`src/rtl/fetch_pkg.sv`:
```
// rtl/fetch_pkg.sv - shared fetch-stage types and constants
package fetch_pkg;

  localparam int PC_BITS = 8;
  localparam logic [PC_BITS-1:0] RESET_PC = 8'h00;
  localparam int INSN_BYTES = 4;

  // Opcodes shared with the jump-target unit
  localparam logic [6:0] OPC_JAL  = 7'b1101111;
  localparam logic [6:0] OPC_JALR = 7'b1100111;
  localparam logic [6:0] OPC_B    = 7'b1100011;

  typedef enum logic [2:0] {
    IDLE = 3'd0,
    REQ  = 3'd1,
    WAIT = 3'd2,
    HOLD = 3'd3,
    HALT = 3'd4
  } fetch_state_e;

endpackage

```
`src/rtl/pc_fetch.sv`:
```
// rtl/pc_fetch.sv - RV32 instruction fetch: pc, single-outstanding imem request, one-entry output buffer
module pc_fetch
  import fetch_pkg::*;
#(
  parameter int PC_BITS = fetch_pkg::PC_BITS,
  parameter logic [PC_BITS-1:0] RESET_PC = PC_BITS'(fetch_pkg::RESET_PC)
) (
  input  logic               clk,
  input  logic               rst_n,
  input  logic               redirect_valid,
  input  logic [PC_BITS-1:0] redirect_pc,
  input  logic               stall,
  output logic               imem_req,
  output logic [PC_BITS-1:0] imem_addr,
  input  logic               imem_rvalid,
  input  logic [31:0]        imem_rdata,
  output logic               if_valid,
  output logic [31:0]        if_instr,
  output logic [PC_BITS-1:0] if_pc,
  output logic [PC_BITS-1:0] if_link,
  output logic               fetch_fault
);

  fetch_state_e       state, state_nxt;
  logic [PC_BITS-1:0] pc, pc_nxt, pc_plus4;
  logic               kill, kill_nxt;
  logic               fault_nxt;
  logic               capture;
  logic               misaligned;
  logic               active;

  assign pc_plus4   = pc + PC_BITS'(INSN_BYTES);
  assign misaligned = redirect_valid & (redirect_pc[1:0] != 2'b00);
  assign active     = (state == REQ) | (state == WAIT) | (state == HOLD);

  assign imem_req  = (state == REQ);
  assign imem_addr = pc;
  assign if_valid  = (state == HOLD);

  always_comb begin
    state_nxt = state;
    pc_nxt    = pc;
    kill_nxt  = kill;
    fault_nxt = fetch_fault;
    capture   = 1'b0;

    case (state)
      IDLE: state_nxt = REQ;
      REQ: begin
        // The request is already on the bus, so its response must be dropped
        state_nxt = WAIT;
        if (redirect_valid) begin
          pc_nxt   = redirect_pc;
          kill_nxt = 1'b1;
        end
      end
      WAIT: begin
        if (redirect_valid) begin
          pc_nxt = redirect_pc;
          if (imem_rvalid) begin
            kill_nxt  = 1'b0;
            state_nxt = REQ;
          end else begin
            kill_nxt = 1'b1;
          end
        end else if (imem_rvalid) begin
          if (kill) begin
            kill_nxt  = 1'b0;
            state_nxt = REQ;
          end else begin
            capture   = 1'b1;
            pc_nxt    = pc_plus4;
            state_nxt = HOLD;
          end
        end
      end
      HOLD: begin
        if (redirect_valid) begin
          pc_nxt    = redirect_pc;
          state_nxt = REQ;
        end else if (!stall) begin
          state_nxt = REQ;
        end
      end
      HALT: state_nxt = HALT;
      default: state_nxt = IDLE;
    endcase

    // A misaligned target outranks everything else and freezes the stage
    if (active && misaligned) begin
      fault_nxt = 1'b1;
      state_nxt = HALT;
      pc_nxt    = pc;
      kill_nxt  = 1'b0;
      capture   = 1'b0;
    end
  end

  always_ff @(posedge clk) begin
    if (!rst_n) begin
      state       <= IDLE;
      pc          <= RESET_PC;
      kill        <= 1'b0;
      fetch_fault <= 1'b0;
      if_instr    <= '0;
      if_pc       <= '0;
      if_link     <= '0;
    end else begin
      state       <= state_nxt;
      pc          <= pc_nxt;
      kill        <= kill_nxt;
      fetch_fault <= fault_nxt;
      if (capture) begin
        if_instr <= imem_rdata;
        if_pc    <= pc;
        if_link  <= pc_plus4;
      end
    end
  end

endmodule
```
`config.mk`:
```
export PLATFORM = sky130hd
export DESIGN_NAME = pc_fetch
export DESIGN_NICKNAME = d
export VERILOG_FILES = /design/src/rtl/fetch_pkg.sv /design/src/rtl/pc_fetch.sv
export SDC_FILE = /design/constraint.sdc
export NUM_CORES = 1
export LEC_CHECK = 0
export ABC_CLOCK_PERIOD_IN_PS = 3800
export BUFFER_PORTS_ARGS = -buffer_cell sky130_fd_sc_hd__buf_4
export CORE_AREA = 4 4 78 80
export DETAILED_ROUTE_END_ITERATION = 10
export DIE_AREA = 0 0 82 84
export PLACE_DENSITY = 0.77
export REMOVE_ABC_BUFFERS = 1
export SLEW_MARGIN = 5
export SYNTH_ARGS = -nofsm -noshare
export SYNTH_HDL_FRONTEND = slang
export SYNTH_SLANG_ARGS = --single-unit
```
`constraint.sdc`:
```
create_clock -name clk -period 3.8 [get_ports clk]
set_clock_uncertainty 0.1 [all_clocks]
set_input_delay 0.19 -clock clk [delete_from_list [all_inputs] [get_ports clk]]
set_output_delay 0.19 -clock clk [all_outputs]
set_load 0.005 [all_outputs]
```
==> results of run 1 <==
cell families (layout without fill, tap and decap cells):
kind of cell | count (synthesis) | in the layout | share of synthesized area
simple gates | 127 | 127 | 0.234
compound gates | 71 | 71 | 0.174
mux | 2 | 2 | 0.0105
xor+xnor | 3 | 3 | 0.0111
fa+ha+maj | 1 | 1 | 0.00527
flops | 59 | 59 | 0.498
buf+inv | 28 | 134 | 0.0670
power by group through the flow:
| stage | Combinational [uW] | Sequential [uW] | Clock [uW] |
|---|---|---|---|
| 2_1_floorplan | 129 | 700 | 0 |
| 3_3_place_gp | 238 | 704 | 0 |
| 3_5_place_dp | 242 | 708 | 0 |
| 4_1_cts | 251 | 694 | 700 |
| 5_1_grt | 279 | 701 | 728 |
| 6_report | 250 | 696 | 683 |
worst max-delay path by stage:
| stage | startpoint | endpoint | slack (ps) | cells after the start |
|---|---|---|---|---|
| 6_report | state[0]$_SDFFE_PP0P_ | if_link[5]$_SDFFE_PN0P_ | 1760 | 4 |
| 4_1_cts | state[0]$_SDFFE_PP0P_ | if_link[5]$_SDFFE_PN0P_ | 1710 | 4 |
| 3_5_place_dp | state[0]$_SDFFE_PP0P_ | if_link[5]$_SDFFE_PN0P_ | 1730 | 4 |
| 5_1_grt | state[2]$_SDFFE_PN0P_ | if_link[5]$_SDFFE_PN0P_ | 1500 | 4 |
| 3_3_place_gp | state[0]$_SDFFE_PP0P_ | if_link[5]$_SDFFE_PN0P_ | 1800 | 4 |
| 2_1_floorplan | state[0]$_SDFFE_PP0P_ | if_link[5]$_SDFFE_PN0P_ | 1800 | 4 |
cells in the final DEF, fill, tap and decap left out, types with 4 or more instances in the layout:
cell type	count
a211oi_1	4
clkbuf_8	10
nand2_1	91
dlygate4sd3_1	11
a21oi_1	48
nor2_1	12
o21ai_0	4
dfxtp_1	59
nor3_1	6
buf_4	104
stage by stage:
step           setup slack, ps  area (sq um)   util  instances  total power [uW]
2_1_floorplan             1800          2220      -        266               829
3_3_place_gp              1800          3100  0.574        442               942
3_5_place_dp              1730          3100  0.574        442               950
4_1_cts                   1710          3440  0.637        468              1650
5_1_grt                   1500          3450  0.639        469              1710
6_report                  1760          3450  0.639        469              1630
sequential cells by signal, summed over array words and instances, names as in the netlist:
signal	cells
imem_addr	8
if_pc	8
if_link	6
kill	1
if_instr	32
fetch_fault	1
state	3
layer usage:
layer,global-route usage,vias to the layer above
met5,0,-
met4,0.0876,0
met3,0.0497,11
met2,0.283,89
met1,0.220,1044
li1,-,1172
worst register-to-register path: stages, from the launching register on:
cell and delay, ps:
dfxtp_1 400, nor3b_2 230, nand3_2 690, nor3_1 440, nor3_1 70
cell type report:
type | instances | area (sq um) | share of cell area
clock buffers | 11 | 141 | 0.0409
clock inverters | 5 | 100 | 0.0290
well taps | 72 | 90.1 | 0.0261
flip-flops and latches | 59 | 1180 | 0.342
multi-input cells | 204 | 1040 | 0.301
inverters | 3 | 11.3 | 0.00326
repair buffers | 115 | 891 | 0.258
==> run summary, run 1 <==
CP Launch Type -> register
CTS tree -> done
Seq pwr share -> 0.427
Crit path max-delay cell type -> nand3_2
Most instantiated library cell after synthesis -> nand2_1
Hold Crit Class -> input pin to register
RSZ-0062 raised after global routing -> false
Post-synth top area share -> 0.498
Cells after Synth -> 291
PD cells -> 472 nW/um^2
Max incr delay on CP -> 690 ps
Int Pwr -> 1230 uW
Hold path start -> imem_rdata[5]
Vias in the first global route -> 2,099
Worst hold endpoint -> if_instr[5]$_SDFFE_PN0P_
Share of layout cells above drive strength 1 -> 0.322
Row count -> 27
Initial Utilization -> 0.439
Critical path class -> register to register
Gpl congestion -> 0.855
Dpl hpwl -> 4160 um
Total grt overflow -> 0
Yosys top cell by area -> dfxtp_1
Final Cycle Share -> 0.537
# setup viols final -> 0
Post-CTS setup buffers -> 0
Die ar. -> 6890 sq um
Metal2 WL -> 2860 um
CTS resizes -> 0
Hold_ws -> 15.4 ps
R2R depth -> 4
Ys Warns -> 0
Vias per inst -> 4.94
Hold Fails Final Rpt -> 0
Fillcell total -> 495
Most used cell, CP -> nor3_1
Maximum fanout along the worst path -> 43
Maximum vdd drop -> 0.317 mV
R2r setup slk -> 1760 ps
Minimum clock period -> 2040 ps
Core Area -> 5410 sq um
Clk pwr share -> 0.419
GRT Util Overall -> 0.179
Antenna violations before repair -> 0
Fmax -> 0.490 GHz
Switch share -> 0.242
Drt pass-1 iters -> 4
Worst hold path stage count -> 3
CTS clk-pin slew, worst paths -> 60 ps
Nature of the critical path endpoint -> register
Gate power share -> 0.154
Netlist Area Pre-Place -> 2370 sq um
Worst path bufs/invs -> 0
Fin Setup TNS -> 0 ps
CP required -> 3910 ps
Net switching power -> 394 uW
Cell family with most CP delay -> simple AND/OR/NAND/NOR gates
M1 wire length -> 2670 um
WL final -> 6130 um
Largest net degree at the start of global routing -> 50
Slew HR -> 0.328
IO Count -> 104
Clock buffer count from CTS -> 9
WL/cell -> 13.1 um
Highest metal used -> met4
Drt drc -> 0
Synth cell types -> 40
Clock sink total -> 59
CTS root buf -> clkbuf_8
Post-synth top cells -> nand2_1, dfxtp_1, a21oi_1, nor2_1, clkbuf_1
CTS Buffer Depth -> 2
Syn_area_per_cell -> 8.15 sq um
Overall die width -> 82 um
Synth Register Bits -> 59
Worst-path cell chain -> nor3b_2 > nand3_2 > nor3_1 > nor3_1
Layout Nets -> 438
H-tree depth -> 3
First-pass GRT wire length -> 9620 um
Outcome -> finished clean
Synth area leaders -> dfxtp_1, nand2_1, a21oi_1, buf_4, nor2_1
Drt first-iter violations -> 70
Leak -> 0.00146 uW
CP arrival -> 2150 ps
Die H -> 84 um
Port Buffers -> 103
Met3 Wirelength -> 496 um
CTS Hold Bufs -> 10
MaxCap Viol Count -> 0
Worst-Margin Slew -> 1010 ps
Detail Route Antenna Nets -> 0
Post-synth EDFFs -> 0
Seq/Total Area, Yosys -> 0.498
Max Slew Vio Count -> 0
Post-synth top flop -> dfxtp_1
Worst-skew pair later-pin latency -> 320 ps
R2r startpoint -> state[0]$_SDFFE_PP0P_
Worst reg2reg endpoint -> if_link[5]$_SDFFE_PN0P_
Layout area overhead -> 45.6%
Via count -> 2,316
Ys async rst share -> 0
N_diodes -> 0
Power figures use the tool's default switching activity.
==> run 2, diff against run 1 <==
--- a/config.mk
+++ b/config.mk
@@ -5,7 +5,7 @@
 export SDC_FILE = /design/constraint.sdc
 export NUM_CORES = 1
 export LEC_CHECK = 0
-export ABC_CLOCK_PERIOD_IN_PS = 3800
+export ABC_CLOCK_PERIOD_IN_PS = 1950
 export BUFFER_PORTS_ARGS = -buffer_cell sky130_fd_sc_hd__buf_4
 export CORE_AREA = 4 4 78 80
 export DETAILED_ROUTE_END_ITERATION = 10
==> constraint.sdc (replaced) <==
create_clock -name clk -period 1.95 [get_ports clk]
set_clock_uncertainty 0.1 [all_clocks]
set_input_delay 0.0975 -clock clk [delete_from_list [all_inputs] [get_ports clk]]
set_output_delay 0.0975 -clock clk [all_outputs]
set_load 0.005 [all_outputs]
==> run 2 against run 1 <==
Effect of this change:
- largest power group unchanged
- flip-flop and latch count did not move
- worst hold slack improved by 13 ps
- utilization rose by 4.2 points
- combinational power rose by 120%
- clock power rose by 44%
- count of clock-buffer cells in the layout did not move
- setup slack got worse by 1500 ps
- critical endpoint is now imem_addr[3]$_SDFFE_PN0P_
- non-clock buffer count rose by 29
- via count rose by 5.4%
- critical path depth rose by 1
- power rose by 77%
==> run summary, run 2 (synthesis gave the netlist of run 1 again) <==
Most frequent cells in the layout -> buf_4, nand2_1, dfxtp_1, a21oi_1, dlygate4sd3_1
Critical path class -> register to register
Drt pass-1 iters -> 4
CTS clk-pin slew, worst paths -> 60 ps
Leak -> 0.00156 uW
PD cells -> 783 nW/um^2
Max FFs per register -> 32
Dpl hpwl -> 4520 um
Worst-skew pair later-pin latency -> 320 ps
R2R depth -> 5
CP required -> 2070 ps
Final WS setup -> 211 ps
Drt first-iter violations -> 109
Initial Utilization -> 0.439
Maximum fanout along the worst path -> 10
R2r startpoint -> state[0]$_SDFFE_PP0P_
Nature of the critical path endpoint -> register
MaxCap Viol Count -> 0
Gpl congestion -> 0.843
Placed cell area -> 3160 sq um
Port Buffers -> 103
H-tree depth -> 3
First-pass GRT wire length -> 11,000 um
WL final -> 6830 um
CTS resizes -> 0
Clock sink total -> 59
# setup viols final -> 0
Slew HR -> 0.599
Drt drc -> 0
WL/cell -> 13.7 um
Fillcell total -> 458
Die ar. -> 6890 sq um
N_diodes -> 0
Design Area, Final -> 3680 sq um
Commonest non-fill, non-tap cell in the layout -> buf_4
R2r setup slk -> 210 ps
Largest net degree at the start of global routing -> 22
Fin Setup TNS -> 0 ps
Tot Pwr -> 2880 uW
Fmax -> 0.575 GHz
Hold Crit Class -> input pin to register
Post-CTS setup buffers -> 0
IO Count -> 104
Maximum vdd drop -> 0.505 mV
Core Area -> 5410 sq um
Via count -> 2,442
Place WS -> 204 ps
Worst reg2reg endpoint -> imem_addr[3]$_SDFFE_PN0P_
Hold Fails Final Rpt -> 0
CP endpoint -> imem_addr[3]$_SDFFE_PN0P_
Layout area overhead -> 55.1%
Biggest register -> if_instr
CTS Buffer Depth -> 2
Crit path from -> state[0]$_SDFFE_PP0P_
Final Cycle Share -> 0.892
CTS root buf -> clkbuf_8
Minimum clock period -> 1740 ps
GRT Util Overall -> 0.205
Layout Nets -> 467
Share of layout cells above drive strength 1 -> 0.317
Clock buffer count from CTS -> 9
Overall die width -> 82 um
CTS tree -> done
Antenna violations before repair -> 0
CP Launch Type -> register
Row count -> 27
Max Slew Vio Count -> 0
Vias in the first global route -> 2,323
Outcome -> finished clean
CTS Hold Bufs -> 34
Vias per inst -> 4.90
Layout Utilization -> 0.681
CP arrival -> 1860 ps
Total grt overflow -> 0
Detail Route Antenna Nets -> 0
RSZ-0062 raised after global routing -> false
Die H -> 84 um
Worst-Margin Slew -> 598 ps
[run 2: changes by cell type in the layout (fill, tap and decap cells not counted)]
cell,before,now
clkbuf_8,10,11
buf_12,0,1
clkinvlp_4,0,1
clkbuf_1,1,0
buf_4,104,109
clkinv_2,2,4
bufinv_16,3,0
dlygate4sd3_1,11,34
[run 2: stage by stage]
| stage | hold slack [ps] | instances |
|---|---|---|
| global placement | 244 | 448 |
| detailed placement | 256 | 448 |
| floorplan | 118 | 266 |
| finish | 28.4 | 498 |
| global route | 11.5 | 498 |
| CTS | 12.5 | 498 |
[run 2: worst min path at each step]
stage                         from                   endpoint  slack, ps  depth (start not counted)
finish              redirect_pc[3]  imem_addr[3]$_SDFFE_PN0P_         30                          3
global placement    imem_rdata[29]  if_instr[29]$_SDFFE_PN0P_        240                          3
global route        redirect_pc[5]  imem_addr[5]$_SDFFE_PN0P_         10                          3
detailed placement   imem_rdata[8]   if_instr[8]$_SDFFE_PN0P_        260                          3
floorplan                    rst_n          kill$_SDFFE_PP0P_        120                          2
CTS                 redirect_pc[3]  imem_addr[3]$_SDFFE_PN0P_         10                          3
[run 2: final cells by class]
cell class                 count  area (sq um)  area share
clock buffer                  11           151      0.0412
clock inverter                 5          27.5     0.00748
inverter                       3          11.3     0.00306
multi-input combinational    204          1040       0.282
sequential                    59          1180       0.321
tap                           72          90.1      0.0245
timing repair buffer         144          1180       0.320
[run 2: routing by layer]
| metal | routed length, um | share of wire | global-route usage |
|---|---|---|---|
| met1 | 2940 | 0.43 | 0.252 |
| met5 | 0 | 0 | 0 |
| met2 | 3320 | 0.49 | 0.331 |
| met3 | 463 | 0.068 | 0.0626 |
| met4 | 104 | 0.015 | 0.0785 |
[run 2: worst max-delay path, cell delays in order (launching register included)]
cell      delay, ps
dfxtp_1         510
nor4b_2         100
o21ai_1         510
buf_4           250
nand2b_1         60
o211a_1         110
[run 2: report_power, final]
group          leakage (uW)  switching [uW]  internal, uW  total [uW]
Combinational      0.000988             245           300         545
Clock             0.0000949             460           521         981
Sequential         0.000477            84.4          1270        1360
